### config.mk
export PLATFORM = sky130hd
export DESIGN_NAME = rom_port_arbiter
export DESIGN_NICKNAME = d
export VERILOG_FILES = /design/src/rtl/rom_arb_pkg.sv /design/src/rtl/rom_resp_slot.sv /design/src/rtl/rom_port_arbiter.sv
export SDC_FILE = /design/constraint.sdc
export NUM_CORES = 1
export LEC_CHECK = 0
export CAP_MARGIN = 20
export CORE_MARGIN = 3
export CORE_UTILIZATION = 45
export CTS_CLUSTER_SIZE = 10
export DETAILED_ROUTE_END_ITERATION = 10
export GPL_ROUTABILITY_DRIVEN = 0
export PLACE_DENSITY = 0.81
export SLEW_MARGIN = 20
export SYNTH_ARGS = -nofsm -noshare
export SYNTH_HDL_FRONTEND = slang
export SYNTH_SLANG_ARGS = --single-unit
export TNS_END_PERCENT = 50
### constraint.sdc
create_clock -name clk -period 5.1 [get_ports clk]
set_input_delay 1.53 -clock clk [delete_from_list [all_inputs] [get_ports clk]]
set_output_delay 1.53 -clock clk [all_outputs]
set_load 0.02 [all_outputs]
### src/rtl/rom_arb_pkg.sv
// Shared definitions for the two-port instruction ROM arbiter.
package rom_arb_pkg;

    // Port indices into the per-port request/response vectors
    localparam int PORT_FETCH = 0;
    localparam int PORT_LOAD  = 1;

    // Width of the port-1 starvation counter
    localparam int STARVE_W = 4;

    // Outcome of one cycle of arbitration
    typedef enum logic [1:0] {
        GRANT_NONE  = 2'd0,
        GRANT_FETCH = 2'd1,
        GRANT_LOAD  = 2'd2
    } grant_e;

    // Full 32-bit unsigned range check against the ROM size
    function automatic logic addr_out_of_range(input logic [31:0] addr,
                                               input logic [31:0] limit);
        return (addr >= limit);
    endfunction

endpackage

### src/rtl/rom_resp_slot.sv
// One-entry response holding register: loads a ROM word on accept, keeps it
// stable until the consumer drains it. Load wins over drain so a same-cycle
// drain-and-refill produces no bubble.
module rom_resp_slot
    import rom_arb_pkg::*;
(
    input  logic        clk,
    input  logic        rst,
    input  logic        i_load,
    input  logic        i_drain,
    input  logic [31:0] i_data,
    input  logic        i_err,
    output logic        o_full,
    output logic [31:0] o_data,
    output logic        o_err
);

    logic        r_full;
    logic [31:0] r_data;
    logic        r_err;

    // Slot occupancy, data and error flag update
    always_ff @(posedge clk) begin
        if (rst) begin
            r_full <= 1'b0;
            r_data <= 32'h0000_0000;
            r_err  <= 1'b0;
        end else if (i_load) begin
            r_full <= 1'b1;
            r_data <= i_data;
            r_err  <= i_err;
        end else if (i_drain && r_full) begin
            r_full <= 1'b0;
        end else begin
            r_full <= r_full;
        end
    end

    assign o_full = r_full;
    assign o_data = r_data;
    assign o_err  = r_err;

endmodule

### src/rtl/rom_port_arbiter.sv
// Shares one combinational instruction ROM between the fetch port (0) and the
// constant-load port (1). Port 0 has fixed priority; a starvation counter
// forces a port-1 grant after STARVE_LIMIT consecutive losses.
module rom_port_arbiter
    import rom_arb_pkg::*;
#(
    parameter logic [31:0] ROM_BYTES    = 32'h0004_0000,
    parameter int          STARVE_LIMIT = 4
) (
    input  logic        clk,
    input  logic        rst,
    input  logic [1:0]  req_valid,
    output logic [1:0]  req_ready,
    input  logic [31:0] req_addr0,
    input  logic [31:0] req_addr1,
    output logic [1:0]  resp_valid,
    input  logic [1:0]  resp_ready,
    output logic [31:0] resp_data0,
    output logic [31:0] resp_data1,
    output logic [1:0]  resp_err,
    output logic [31:0] rom_addr,
    input  logic [31:0] rom_data
);

    localparam logic [STARVE_W-1:0] LIMIT_C = STARVE_W'(STARVE_LIMIT);

    grant_e              w_grant;
    logic [1:0]          w_full;
    logic [1:0]          w_free;
    logic [1:0]          w_elig;
    logic [1:0]          w_load;
    logic [31:0]         w_rom_addr;
    logic [31:0]         w_load_data;
    logic                w_load_err;
    logic                w_err0;
    logic                w_err1;
    logic [31:0]         r_rom_addr;
    logic [STARVE_W-1:0] r_starve_cnt;

    // Eligibility (slot free or draining this cycle) and priority grant
    always_comb begin
        w_free  = ~w_full | (w_full & resp_ready);
        w_elig  = req_valid & w_free;
        w_grant = GRANT_NONE;
        case (w_elig)
            2'b01:   w_grant = GRANT_FETCH;
            2'b10:   w_grant = GRANT_LOAD;
            2'b11: begin
                if (r_starve_cnt == LIMIT_C) begin
                    w_grant = GRANT_LOAD;
                end else begin
                    w_grant = GRANT_FETCH;
                end
            end
            default: w_grant = GRANT_NONE;
        endcase
    end

    // ROM address mux, per-port load strobes and captured word/error
    always_comb begin
        w_load     = 2'b00;
        w_rom_addr = r_rom_addr;
        case (w_grant)
            GRANT_FETCH: begin
                w_load[PORT_FETCH] = 1'b1;
                w_rom_addr         = req_addr0;
            end
            GRANT_LOAD: begin
                w_load[PORT_LOAD] = 1'b1;
                w_rom_addr        = req_addr1;
            end
            default: begin
                w_load     = 2'b00;
                w_rom_addr = r_rom_addr;
            end
        endcase
        w_load_err = addr_out_of_range(w_rom_addr, ROM_BYTES);
        if (w_load_err) begin
            w_load_data = 32'h0000_0000;
        end else begin
            w_load_data = rom_data;
        end
    end

    // Remember the last driven ROM address so it holds when nobody wins
    always_ff @(posedge clk) begin
        if (rst) begin
            r_rom_addr <= 32'h0000_0000;
        end else if (w_grant != GRANT_NONE) begin
            r_rom_addr <= w_rom_addr;
        end else begin
            r_rom_addr <= r_rom_addr;
        end
    end

    // Count consecutive cycles port 1 was eligible but lost to port 0
    always_ff @(posedge clk) begin
        if (rst) begin
            r_starve_cnt <= {STARVE_W{1'b0}};
        end else if (w_elig[PORT_LOAD] && (w_grant == GRANT_FETCH)) begin
            if (r_starve_cnt == LIMIT_C) begin
                r_starve_cnt <= r_starve_cnt;
            end else begin
                r_starve_cnt <= r_starve_cnt + {{(STARVE_W-1){1'b0}}, 1'b1};
            end
        end else begin
            r_starve_cnt <= {STARVE_W{1'b0}};
        end
    end

    rom_resp_slot u_slot_fetch (
        .clk     (clk),
        .rst     (rst),
        .i_load  (w_load[PORT_FETCH]),
        .i_drain (resp_ready[PORT_FETCH]),
        .i_data  (w_load_data),
        .i_err   (w_load_err),
        .o_full  (w_full[PORT_FETCH]),
        .o_data  (resp_data0),
        .o_err   (w_err0)
    );

    rom_resp_slot u_slot_load (
        .clk     (clk),
        .rst     (rst),
        .i_load  (w_load[PORT_LOAD]),
        .i_drain (resp_ready[PORT_LOAD]),
        .i_data  (w_load_data),
        .i_err   (w_load_err),
        .o_full  (w_full[PORT_LOAD]),
        .o_data  (resp_data1),
        .o_err   (w_err1)
    );

    assign req_ready  = w_load;
    assign rom_addr   = w_rom_addr;
    assign resp_valid = w_full;
    assign resp_err   = {w_err1, w_err0};

endmodule

==> impl_results.md, run 1 <==
- Number of cells in the finished layout apart from fillers: ~1100
- Overflow left after global routing: 0
- Main flop type after synthesis: sky130_fd_sc_hd__dfxtp_1
- Number of global-route vias before repair: 5746
- Switching portion of total power: 0.343
- Ordered cell list for the critical path: clkdlybuf4s50_1, nand2b_1, and2_1, a21oi_2, ha_4, buf_12, clkdlybuf4s50_1
- CP endpoint kind: output port
- Signed area change from the synthesized netlist to the final layout: 47.2%
- I/O pin cnt: between 200 and 250
- R2r startpoint: r_starve_cnt[0]$_SDFFE_PP0P_
- Port-buffer cells: slightly above 200
- Count of antenna diodes in the layout: 0
- Path type of the worst min-delay path: flip-flop to flip-flop
- Number of warnings reported in the yosys synthesis log: 0
- Post-place instance area: a little under 0.008 mm²
- Critical R2R Capture: u_slot_load.o_data[31]$_SDFFE_PP0N_
- Cell area after synthesis: 0.00557 mm²
- Count of distinct cell types in the synthesized netlist: 33
- Maximum resistive drop on vdd: between 0.2 and 0.25 mV
- Worst path bufs/invs: 3
- Worst-case clock buffer depth: 2
- Internal power summed over all cells: between 1.5 and 2 mW
- Crit path top cell by count: sky130_fd_sc_hd__clkdlybuf4s50_1
- Fill cells: around 950
- Fraction of the yosys area taken by sequential cells: 0.374
- Worst slew margin relative to its limit: 0.294
- CP arrival: ~3.5 ns
- Number of optimization iterations in the first detailed-route pass: 5
- Via density per instance: about 5.5
- Total Nets Final: approximately 1000
- Pin count of the biggest net entering global routing: between 100 and 150
- Initial Util: 0.473
- Cells taking the most area after synthesis: sky130_fd_sc_hd__dfxtp_1 37%, sky130_fd_sc_hd__nor2_1 12%, sky130_fd_sc_hd__o41ai_2 12%
- Clk root buf: sky130_fd_sc_hd__clkbuf_16
- Fraction of layout cells with a size suffix above 1: 0.182
- Dominant delay contributor by cell family on the critical path: buffers and inverters
- Largest area contributor in the synthesized netlist: sky130_fd_sc_hd__dfxtp_1
- Number of design rule violations left after detail routing: 0
- FF-to-FF path depth: 15
- Power density of the placed cells: around 300 mW/mm²
- Area of the placeable core: about 0.012 mm²
- All-Layer GR Usage: 0.247
- TritonCTS Buffers: 9
- Maximum cell stage delay along the critical path: 0.63 ns
- Hold Crit Endpoint: r_rom_addr[14]$_SDFFE_PP0P_
- Logic gate share of total power: 0.353
- Count of endpoints failing hold in the final timing report: 0
- Placed cell count: between 1000 and 1500
- Die height: 117 µm
- Minimum setup slack after placement: -0.424 ns
- Number of instances in the synthesized netlist: approximately 710
- H-tree lvl count: 3
- Tot Pwr: about 2.4 mW
- Outcome: finished, final reports clean
- Min setup slack post-route: between 0.06 and 0.07 ns
- Global-route wire length before repair: roughly 27000 µm
- Die X-Extent: 117 µm
- Number of placement rows: 39
- EDFF count, synth: 0
- Clock group share of total power: 0.274
- P_leak: about 3.3 nW
- Endpoint required time on the critical path: roughly 3.6 ns
- Post-route standard cell area excluding fillers: between 0.008 and 0.009 mm²
- Top cell type's share of synthesized area: 0.374
- Clock tree from TritonCTS: done
- Critical path class: primary input to output port
- Number of nets with antenna violations after routing: 0
- Worst Hold Launch: r_rom_addr[14]$_SDFFE_PP0P_
- Setup repair after global routing missed its margin: yes
- Die area: around 0.014 mm²
- Seq pwr share: 0.374
- Clk_skew: about 0.0092 ns
- Sum of negative setup slack: 0 ns
- Psw: 830 µW
- Register-to-register setup slack: between 1 and 1.5 ns
- Max-cap violations: 0
- Clk sinks: 104
- Share of synthesized registers carrying an async set or reset: 0
- Post-detailed-placement half-perimeter wirelength: between 10000 and 15000 µm
- Average instance area after synthesis: 7.85 µm²
- Clock transition at the register clock pins on the worst setup and hold paths after CTS: approximately 0.070 ns
- Worst hold path stage count: 2
- Count of final setup violators: 0
- Maximum operating frequency: just under 0.2 GHz
- Slowest cell on the critical path: sky130_fd_sc_hd__clkdlybuf4s50_1
- Detailed router's first-iteration violation count: between 400 and 500
- Net count of the mapped netlist: between 800 and 900
- Clock latency at the later pin of the worst-skew pair: 0.33 ns
- Least-Margin Pin Slew: approximately 1.1 ns
- Crit path launch type: primary input
- Critical Path Fanout Max: 24
- Initial antenna violation count: 1
- Routed WL per cell: between 15 and 20 µm
- Total number of vias: 5942
- Max-slew violation count: 0
- Crit path time final: 5.03 ns
- Routed wire length: 18400 µm
- Post-route fraction of the period consumed by the critical path: 0.987
- Number of storage elements in the synthesis netlist: ~100
## worst min-delay path: cells and delay by family, from the launching register on
family | cells | cell delay, ns
flip-flops | 1 | 0.33
multiplexers | 1 | 0.07
AND/OR/NAND/NOR | 1 | 0.07
## stage by stage
step | hold slack [ns] | utilization
finish | 0.498 | 0.697
global route | 0.528 | 0.697
CTS | 0.502 | 0.695
detailed placement | 0.485 | 0.670
global placement | 0.471 | 0.670
floorplan | 0.461 | -
## cell families after synthesis
logic type	Yosys count	share of synthesized area
simple gates	357	0.251
compound gates	140	0.248
flops	104	0.374
buf+inv	76	0.0677
mux	24	0.0432
fa+ha+maj	5	0.0112
xor+xnor	3	0.00472
## area by class of cell
| type | count | area, µm² | share of cell area |
|---|---|---|---|
| clock buffer | 12 | 256 | 0.0313 |
| clock inverter | 4 | 28.8 | 0.00351 |
| inverter | 6 | 22.5 | 0.00275 |
| multi-input combinational | 529 | 3230 | 0.394 |
| sequential | 104 | 2080 | 0.254 |
| tap | 164 | 205 | 0.0250 |
| timing repair buffer | 258 | 2370 | 0.289 |
## flip-flops by register name, summed over array words and instances (netlist names)
signal	cells
r_starve_cnt	4
u_slot_load.o_full	1
r_rom_addr	32
u_slot_fetch.o_full	1
u_slot_fetch.o_data	32
u_slot_load.o_err	1
u_slot_fetch.o_err	1
u_slot_load.o_data	32
## layout by cell type (no fill, tap or decap), types with 5 or more instances in the layout
cell / count
sky130_fd_sc_hd__o21ai_1: 23
sky130_fd_sc_hd__dfxtp_1: 104
sky130_fd_sc_hd__mux2i_1: 24
sky130_fd_sc_hd__buf_4: 59
sky130_fd_sc_hd__o41ai_2: 40
sky130_fd_sc_hd__nor2b_1: 7
sky130_fd_sc_hd__nand2_1: 156
sky130_fd_sc_hd__clkbuf_2: 11
sky130_fd_sc_hd__o41ai_1: 24
sky130_fd_sc_hd__buf_2: 13
sky130_fd_sc_hd__clkbuf_16: 10
sky130_fd_sc_hd__a221oi_4: 5
sky130_fd_sc_hd__clkdlybuf4s50_1: 169
sky130_fd_sc_hd__nor2_1: 174
sky130_fd_sc_hd__nor3_1: 9
sky130_fd_sc_hd__a21oi_1: 12
sky130_fd_sc_hd__a22oi_1: 24
## repair_timing
action | in CTS | in global routing
pin swaps | 2 | 6
gates cloned | 0 | 1
hold buffers | 0 | 0
endpoints found under the setup margin | 34 | 33
setup buffers | 2 | 3
gates resized for setup | 76 | 67
## worst max-delay path by stage
stage / endpoint / slack, ns / from / cells after the start
final: req_ready[0] / 0.07 / resp_ready[1] / 7
after global routing: rom_addr[27] / -0.04 / resp_ready[1] / 10
after CTS: rom_addr[30] / -0.11 / resp_ready[0] / 11
after detailed placement: rom_addr[30] / -0.42 / resp_ready[0] / 11
after global placement: rom_addr[29] / -0.36 / resp_ready[0] / 9
after floorplan: rom_addr[10] / 0.26 / resp_ready[1] / 9
## power by group through the flow
| stage | Combinational (mW) | Clock (mW) | Sequential (mW) |
|---|---|---|---|
| after floorplan | 0.436 | 0 | 0.960 |
| after global placement | 0.827 | 0 | 0.919 |
| after global routing | 0.916 | 0.709 | 0.910 |
| final | 0.854 | 0.662 | 0.904 |
| after CTS | 0.834 | 0.674 | 0.903 |
| after detailed placement | 0.844 | 0 | 0.921 |
## Yosys cell counts (2+ instances only)
master	number
sky130_fd_sc_hd__a21oi_1	13
sky130_fd_sc_hd__a221oi_1	3
sky130_fd_sc_hd__a221oi_2	5
sky130_fd_sc_hd__a22oi_1	24
sky130_fd_sc_hd__buf_1	7
sky130_fd_sc_hd__buf_2	7
sky130_fd_sc_hd__buf_4	8
sky130_fd_sc_hd__buf_6	7
sky130_fd_sc_hd__clkbuf_1	41
sky130_fd_sc_hd__dfxtp_1	104
sky130_fd_sc_hd__ha_1	5
sky130_fd_sc_hd__inv_1	4
sky130_fd_sc_hd__inv_2	2
sky130_fd_sc_hd__mux2i_1	24
sky130_fd_sc_hd__nand2_1	157
sky130_fd_sc_hd__nand2b_1	2
sky130_fd_sc_hd__nor2_1	174
sky130_fd_sc_hd__nor2b_1	8
sky130_fd_sc_hd__nor3_1	9
sky130_fd_sc_hd__o21ai_1	24
sky130_fd_sc_hd__o22ai_1	4
sky130_fd_sc_hd__o41a_1	2
sky130_fd_sc_hd__o41ai_1	24
sky130_fd_sc_hd__o41ai_2	40
sky130_fd_sc_hd__or2_2	2
sky130_fd_sc_hd__xnor2_1	2
## routing by layer
| metal | track usage | wire (µm) |
|---|---|---|
| met1 | 0.302 | 7500 |
| met2 | 0.428 | 8950 |
| met3 | 0.0571 | 1480 |
| met4 | 0.0849 | 412 |
| met5 | 0 | 13 |
Note: power is estimated with default switching activity, not from simulation.
==> run 2: changes to the inputs <==
- CELL_PAD_IN_SITES_DETAIL_PLACEMENT: unset -> 0
- CELL_PAD_IN_SITES_GLOBAL_PLACEMENT: unset -> 1
- CORE_UTILIZATION: 45 -> 32
- PLACE_DENSITY: 0.81 -> unset
- PLACE_DENSITY_LB_ADDON: unset -> 0.1
==> impl_results.md, run 2 (synthesized netlist as in run 1, its figures left out) <==
- Outcome: finished, final reports clean
- Clock tree from TritonCTS: done
- Sum of negative setup slack: 0 ns (unchanged)
- Fraction of layout cells with a size suffix above 1: 0.181 (-0.000397)
- Critical Path Fanout Max: 27 (+13%)
- Clk root buf: sky130_fd_sc_hd__clkbuf_16
- Total Nets Final: 1017 (+0.20%)
- Maximum cell stage delay along the critical path: 0.38 ns (-0.25 ns)
- Number of placement rows: 47 (+21%)
- P_leak: 3.30 nW (+1.4%)
- Worst hold path stage count: 2 (unchanged)
- Area of the placeable core: 0.0168 mm² (+43%)
- Maximum resistive drop on vdd: 0.194 mV (-13%)
- I/O pin cnt: 204 (unchanged)
- Least-Margin Pin Slew: 1.09 ns (+0.0331 ns)
- Via density per instance: 5.07 (-8.1%)
- Worst path bufs/invs: 3 (unchanged)
- Most common cell after layout, fill and taps aside: sky130_fd_sc_hd__nor2_1
- FF-to-FF path depth: 14 (-1)
- Total number of vias: 5755 (-3.1%)
- Die X-Extent: 138 µm (+18%)
- Most Used Layer, Global Route: met2
- Number of cells in the finished layout apart from fillers: 1135 (+5.4%)
- Commonest cells after routing, fill and taps aside: 174 x sky130_fd_sc_hd__nor2_1, 168 x sky130_fd_sc_hd__clkdlybuf4s50_1, 157 x sky130_fd_sc_hd__nand2_1
- Die height: 138 µm (+18%)
- Worst slew margin relative to its limit: 0.272 (-0.0221)
- CP arrival: 3.52 ns (+0.02 ns)
- Initial Util: 0.331 (-0.142)
- CP endpoint kind: output port
- H-tree lvl count: 3 (unchanged)
- Clk sinks: 104 (unchanged)
- Hold Crit Endpoint: r_rom_addr[23]$_SDFFE_PP0P_
- Routed WL per cell: 17.1 µm (+0.32%)
- Tot Pwr: 2.48 mW (+2.3%)
- Critical R2R Capture: u_slot_load.o_data[9]$_SDFFE_PP0N_
- Signed area change from the synthesized netlist to the final layout: 50.0%
- Die area: 0.0190 mm² (+38%)
- Clock transition at the register clock pins on the worst setup and hold paths after CTS: 0.07 ns (about the same)
- Worst-case clock buffer depth: 2 (unchanged)
- Clk_skew: 0.00322 ns (-0.00593 ns)
- Max-cap violations: 0 (unchanged)
- All-Layer GR Usage: 0.193 (-0.0541)
- Worst Hold Launch: r_rom_addr[23]$_SDFFE_PP0P_
- Power density of the placed cells: 297 mW/mm² (+0.40%)
- Number of optimization iterations in the first detailed-route pass: 5 (unchanged)
- Overflow left after global routing: 0 (unchanged)
- Final core utilization: 0.496 (-0.200)
- R2r startpoint: r_starve_cnt[0]$_SDFFE_PP0P_
- Clock latency at the later pin of the worst-skew pair: 0.34 ns (about the same)
- Post-route fraction of the period consumed by the critical path: 0.991 (+0.00358)
- Register-to-register setup slack: 1.32 ns (-0.14 ns)
- Initial antenna violation count: 0 (-1)
- Met1 Use GR: 0.247 (-0.0548)
- Max-slew violation count: 0 (unchanged)
- Ordered cell list for the critical path: clkdlybuf4s50_1, nand2b_1, and2_1, a21oi_2, ha_2, buf_12, nor2b_1, nor2_1, clkdlybuf4s15_2
- Grt met2 use: 0.325 (-0.102)
- Count of antenna diodes in the layout: 0 (unchanged)
- Dominant delay contributor by cell family on the critical path: buffers and inverters
- Count of endpoints failing hold in the final timing report: 0 (unchanged)
- Number of nets with antenna violations after routing: 0 (unchanged)
- Met3 demand-to-capacity share in global routing: 0.0414 (-0.0157)
- Post-detailed-placement half-perimeter wirelength: 13100 µm (+6.0%)
- Crit path time final: 5.05 ns (+0.0183 ns)
- Critical path class: primary input to output port
- Pin count of the biggest net entering global routing: 102 (unchanged)
- Count of final setup violators: 0 (unchanged)
- Setup repair after global routing missed its margin: yes
- Global-route wire length before repair: 29300 µm (+6.9%)
- Port-buffer cells: 203 (unchanged)
- TritonCTS Buffers: 9 (unchanged)
- Hold-fix buffers, CTS: 0 (unchanged)
- Crit path launch type: primary input
- Number of design rule violations left after detail routing: 0 (unchanged)
- Path type of the worst min-delay path: flip-flop to flip-flop
- Slowest cell on the critical path: sky130_fd_sc_hd__clkdlybuf4s50_1
- Routed wire length: 19400 µm (+5.7%)
- Endpoint required time on the critical path: 3.57 ns (about the same)
- Hold slack final: 0.493 ns (-0.00506 ns)
- Detailed router's first-iteration violation count: 262 (-35%)
- Maximum operating frequency: 0.198 GHz (-0.36%)
- Number of global-route vias before repair: 5563 (-3.2%)
- Placed cell count: 1118 (+6.0%)
## run 2: area by class of cell
class	count	area [µm²]
Fill cell	1608	8470
Multi-Input combinational cell	529	3240
Timing Repair Buffer	260	2430
Sequential cell	104	2080
Tap cell	220	275
Clock buffer	13	260
Clock inverter	3	40.0
Inverter	6	22.5
## run 2: layer usage
layer	routed length, µm	part of all wire
met5	0	0
met4	276	0.014
met3	1270	0.065
met2	9350	0.48
met1	8510	0.44
## run 2: worst max path at each step
stage | start | to | slack (ns) | cells after the start
2_1_floorplan | resp_ready[1] | rom_addr[10] | 0.26 | 9
3_3_place_gp | resp_ready[1] | rom_addr[2] | -0.42 | 11
3_5_place_dp | resp_ready[0] | rom_addr[29] | -0.44 | 11
4_1_cts | resp_ready[0] | rom_addr[25] | 0.0006 | 11
5_1_grt | resp_ready[1] | rom_addr[23] | -0.09 | 9
6_report | resp_ready[1] | rom_addr[23] | 0.05 | 9
## run 2: worst register-to-register path: cells and delay by family, from the launching register on
kind	cells	cell delay, ns
simple gates	3	1.11
fa+ha+maj	2	0.55
compound gates	4	0.85
flops	1	0.33
buf+inv	5	0.85
## run 2: repair_timing
| item | in CTS | in global routing |
|---|---|---|
| gates resized for setup | 79 | 43 |
| setup buffers | 0 | 1 |
| pin swaps | 0 | 2 |
| setup endpoints to repair | 33 | 34 |
## run 2: power by group
| group | leakage, nW | switching (mW) | total (mW) | internal (mW) |
|---|---|---|---|---|
| registers | 0.851 | 0.0323 | 0.902 | 0.870 |
| logic | 2.30 | 0.499 | 0.867 | 0.368 |
| clock network | 0.150 | 0.300 | 0.706 | 0.407 |
| total | 3.30 | 0.831 | 2.48 | 1.64 |
## run 2: per-stage QoR
step / setup WS, ns / cell area, µm²
finish: 0.0470 / 8350
floorplan: 0.264 / 5570
global placement: -0.420 / 8050
detailed placement: -0.443 / 8050
CTS: 0.000551 / 8420
global route: -0.0892 / 8350
==> run 3: changes to the inputs <==
- MAX_ROUTING_LAYER: unset -> met4
- SLEW_MARGIN: 20 -> 0
==> impl_results.md, run 3 (synthesized netlist as in run 1, its figures left out) <==
- Outcome: finished, final reports clean
- Count of antenna diodes in the layout: 0 (unchanged)
- Sum of negative setup slack: 0 ns (unchanged)
- Pin count of the biggest net entering global routing: 102 (unchanged)
- Total Nets Final: 1018 (+0.098%)
- Max-cap violations: 0 (unchanged)
- Via density per instance: 5.08 (+0.12%)
- Most common cell after layout, fill and taps aside: sky130_fd_sc_hd__nor2_1
- Setup repair after global routing missed its margin: yes
- Worst slew margin relative to its limit: 0.279 (+0.00699)
- Minimum setup slack after placement: -0.443 ns (unchanged)
- Number of global-route vias before repair: 5574 (+0.20%)
- Port-buffer cells: 203 (unchanged)
- Routed WL per cell: 17.1 µm (-0.18%)
- Worst-case clock buffer depth: 2 (unchanged)
- Maximum resistive drop on vdd: 0.193 mV (-0.52%)
- Post-route fraction of the period consumed by the critical path: 0.991 (about the same)
- Min setup slack post-route: 0.0472 ns (+0.000241 ns)
- Fill cells: 1606 (-0.12%)
- Routed wire length: 19400 µm (about the same)
- Die height: 138 µm (unchanged)
- Hold slack final: 0.495 ns (+0.00112 ns)
- Clock tree from TritonCTS: done
- Detailed router's first-iteration violation count: 247 (-5.7%)
- TritonCTS Buffers: 9 (unchanged)
- Clk_skew: 0.00527 ns (+0.00205 ns)
- Number of nets with antenna violations after routing: 0 (unchanged)
- CP arrival: 3.52 ns (about the same)
- Overflow left after global routing: 0 (unchanged)
- Die area: 0.0190 mm² (unchanged)
- Path type of the worst min-delay path: flip-flop to flip-flop
- Clk sinks: 104 (unchanged)
- Die X-Extent: 138 µm (unchanged)
- Hold-fix buffers, CTS: 0 (unchanged)
- Critical Path Fanout Max: 27 (unchanged)
- Crit path launch type: primary input
- Clock latency at the later pin of the worst-skew pair: 0.34 ns (about the same)
- Clock transition at the register clock pins on the worst setup and hold paths after CTS: 0.07 ns (about the same)
- Tot Pwr: 2.47 mW (about the same)
- Critical path class: primary input to output port
- Count of final setup violators: 0 (unchanged)
- Count of endpoints failing hold in the final timing report: 0 (unchanged)
- Signed area change from the synthesized netlist to the final layout: 50.3%
- Global-route wire length before repair: 29300 µm (-0.12%)
- Least-Margin Pin Slew: 1.08 ns (-0.0105 ns)
- I/O pin cnt: 204 (unchanged)
- P_leak: 3.31 nW (+0.25%)
- CP endpoint kind: output port
- Maximum operating frequency: 0.198 GHz (about the same)
- All-Layer GR Usage: 0.199 (+0.00531)
- Post-detailed-placement half-perimeter wirelength: 13100 µm (unchanged)
- Number of placement rows: 47 (unchanged)
- Number of optimization iterations in the first detailed-route pass: 4 (-1)
- Number of design rule violations left after detail routing: 0 (unchanged)
- Max-slew violation count: 0 (unchanged)
- Crit path time final: 5.05 ns (-0.000241 ns)
- Endpoint required time on the critical path: 3.57 ns (about the same)
- Clk root buf: sky130_fd_sc_hd__clkbuf_16
- H-tree lvl count: 3 (unchanged)
- Area of the placeable core: 0.0168 mm² (unchanged)
- Total number of vias: 5767 (+0.21%)
- Commonest cells after routing, fill and taps aside: 174 x sky130_fd_sc_hd__nor2_1, 168 x sky130_fd_sc_hd__clkdlybuf4s50_1, 157 x sky130_fd_sc_hd__nand2_1
- Power density of the placed cells: 296 mW/mm² (-0.25%)
- Initial Util: 0.331 (unchanged)
- Fraction of layout cells with a size suffix above 1: 0.182 (+0.000894)
- Initial antenna violation count: 0 (unchanged)
## run 3: cell count changes in the layout (fill, tap and decap cells not counted), sizes merged
cell	previous run	this run
buf	66	67
## run 3: critical path: stages
cell,delay [ns]
sky130_fd_sc_hd__clkdlybuf4s50_1,0.38
sky130_fd_sc_hd__nand2b_1,0.14
sky130_fd_sc_hd__and2_1,0.19
sky130_fd_sc_hd__a21oi_2,0.17
sky130_fd_sc_hd__ha_2,0.35
sky130_fd_sc_hd__buf_12,0.18
sky130_fd_sc_hd__nor2b_1,0.15
sky130_fd_sc_hd__nor2_1,0.14
sky130_fd_sc_hd__clkdlybuf4s15_2,0.28
## run 3: area by class of cell
cell class,instances,area [µm²],share of cell area
flip-flops and latches,104,2080,0.249
repair buffers,261,2450,0.293
well taps,220,275,0.0329
multi-input cells,529,3240,0.387
clock inverters,3,40.0,0.00479
clock buffers,13,260,0.0311
inverters,6,22.5,0.00269
## run 3: path summary, 6_finish.rpt
path / startpoint / to / slack [ns] / cells past startpoint
worst max-delay path: resp_ready[1] / rom_addr[23] / 0.05 / 9
worst min-delay path: r_rom_addr[23]$_SDFFE_PP0P_ / r_rom_addr[23]$_SDFFE_PP0P_ / 0.49 / 2
worst max register to register: r_starve_cnt[0]$_SDFFE_PP0P_ / u_slot_load.o_data[31]$_SDFFE_PP0N_ / 1.36 / 14
worst min register to register: r_rom_addr[23]$_SDFFE_PP0P_ / r_rom_addr[23]$_SDFFE_PP0P_ / 0.49 / 2
## run 3: repair_timing
| item | in CTS | in global routing |
|---|---|---|
| resized for setup | 79 | 43 |
| pin swaps | 0 | 2 |
| endpoints found under the setup margin | 33 | 34 |
| setup buffers | 0 | 1 |
| hold endpoints to repair | 0 | 0 |
## run 3: per-stage QoR
stage / instances / instance area (µm²) / utilization
6_report: 1136 / 8370 / 0.497
5_1_grt: 1136 / 8370 / 0.497
4_1_cts: 1134 / 8420 / 0.501
3_5_place_dp: 1118 / 8050 / 0.479
3_3_place_gp: 1118 / 8050 / 0.479
2_1_floorplan: 709 / 5570 / -
## run 3: layer usage
layer  routed length, µm  track usage  vias up
met5                   0            -        -
met4                 289       0.0620        0
met3                1310       0.0381       18
met2                9410        0.326      183
met1                8380        0.248     2722
li1                    -            -     2844
## run 3: power breakdown
| part | switching [mW] | internal (mW) |
|---|---|---|
| Sequential | 0.0324 | 0.870 |
| Clock | 0.298 | 0.407 |
| Combinational | 0.498 | 0.369 |
| Total | 0.828 | 1.65 |
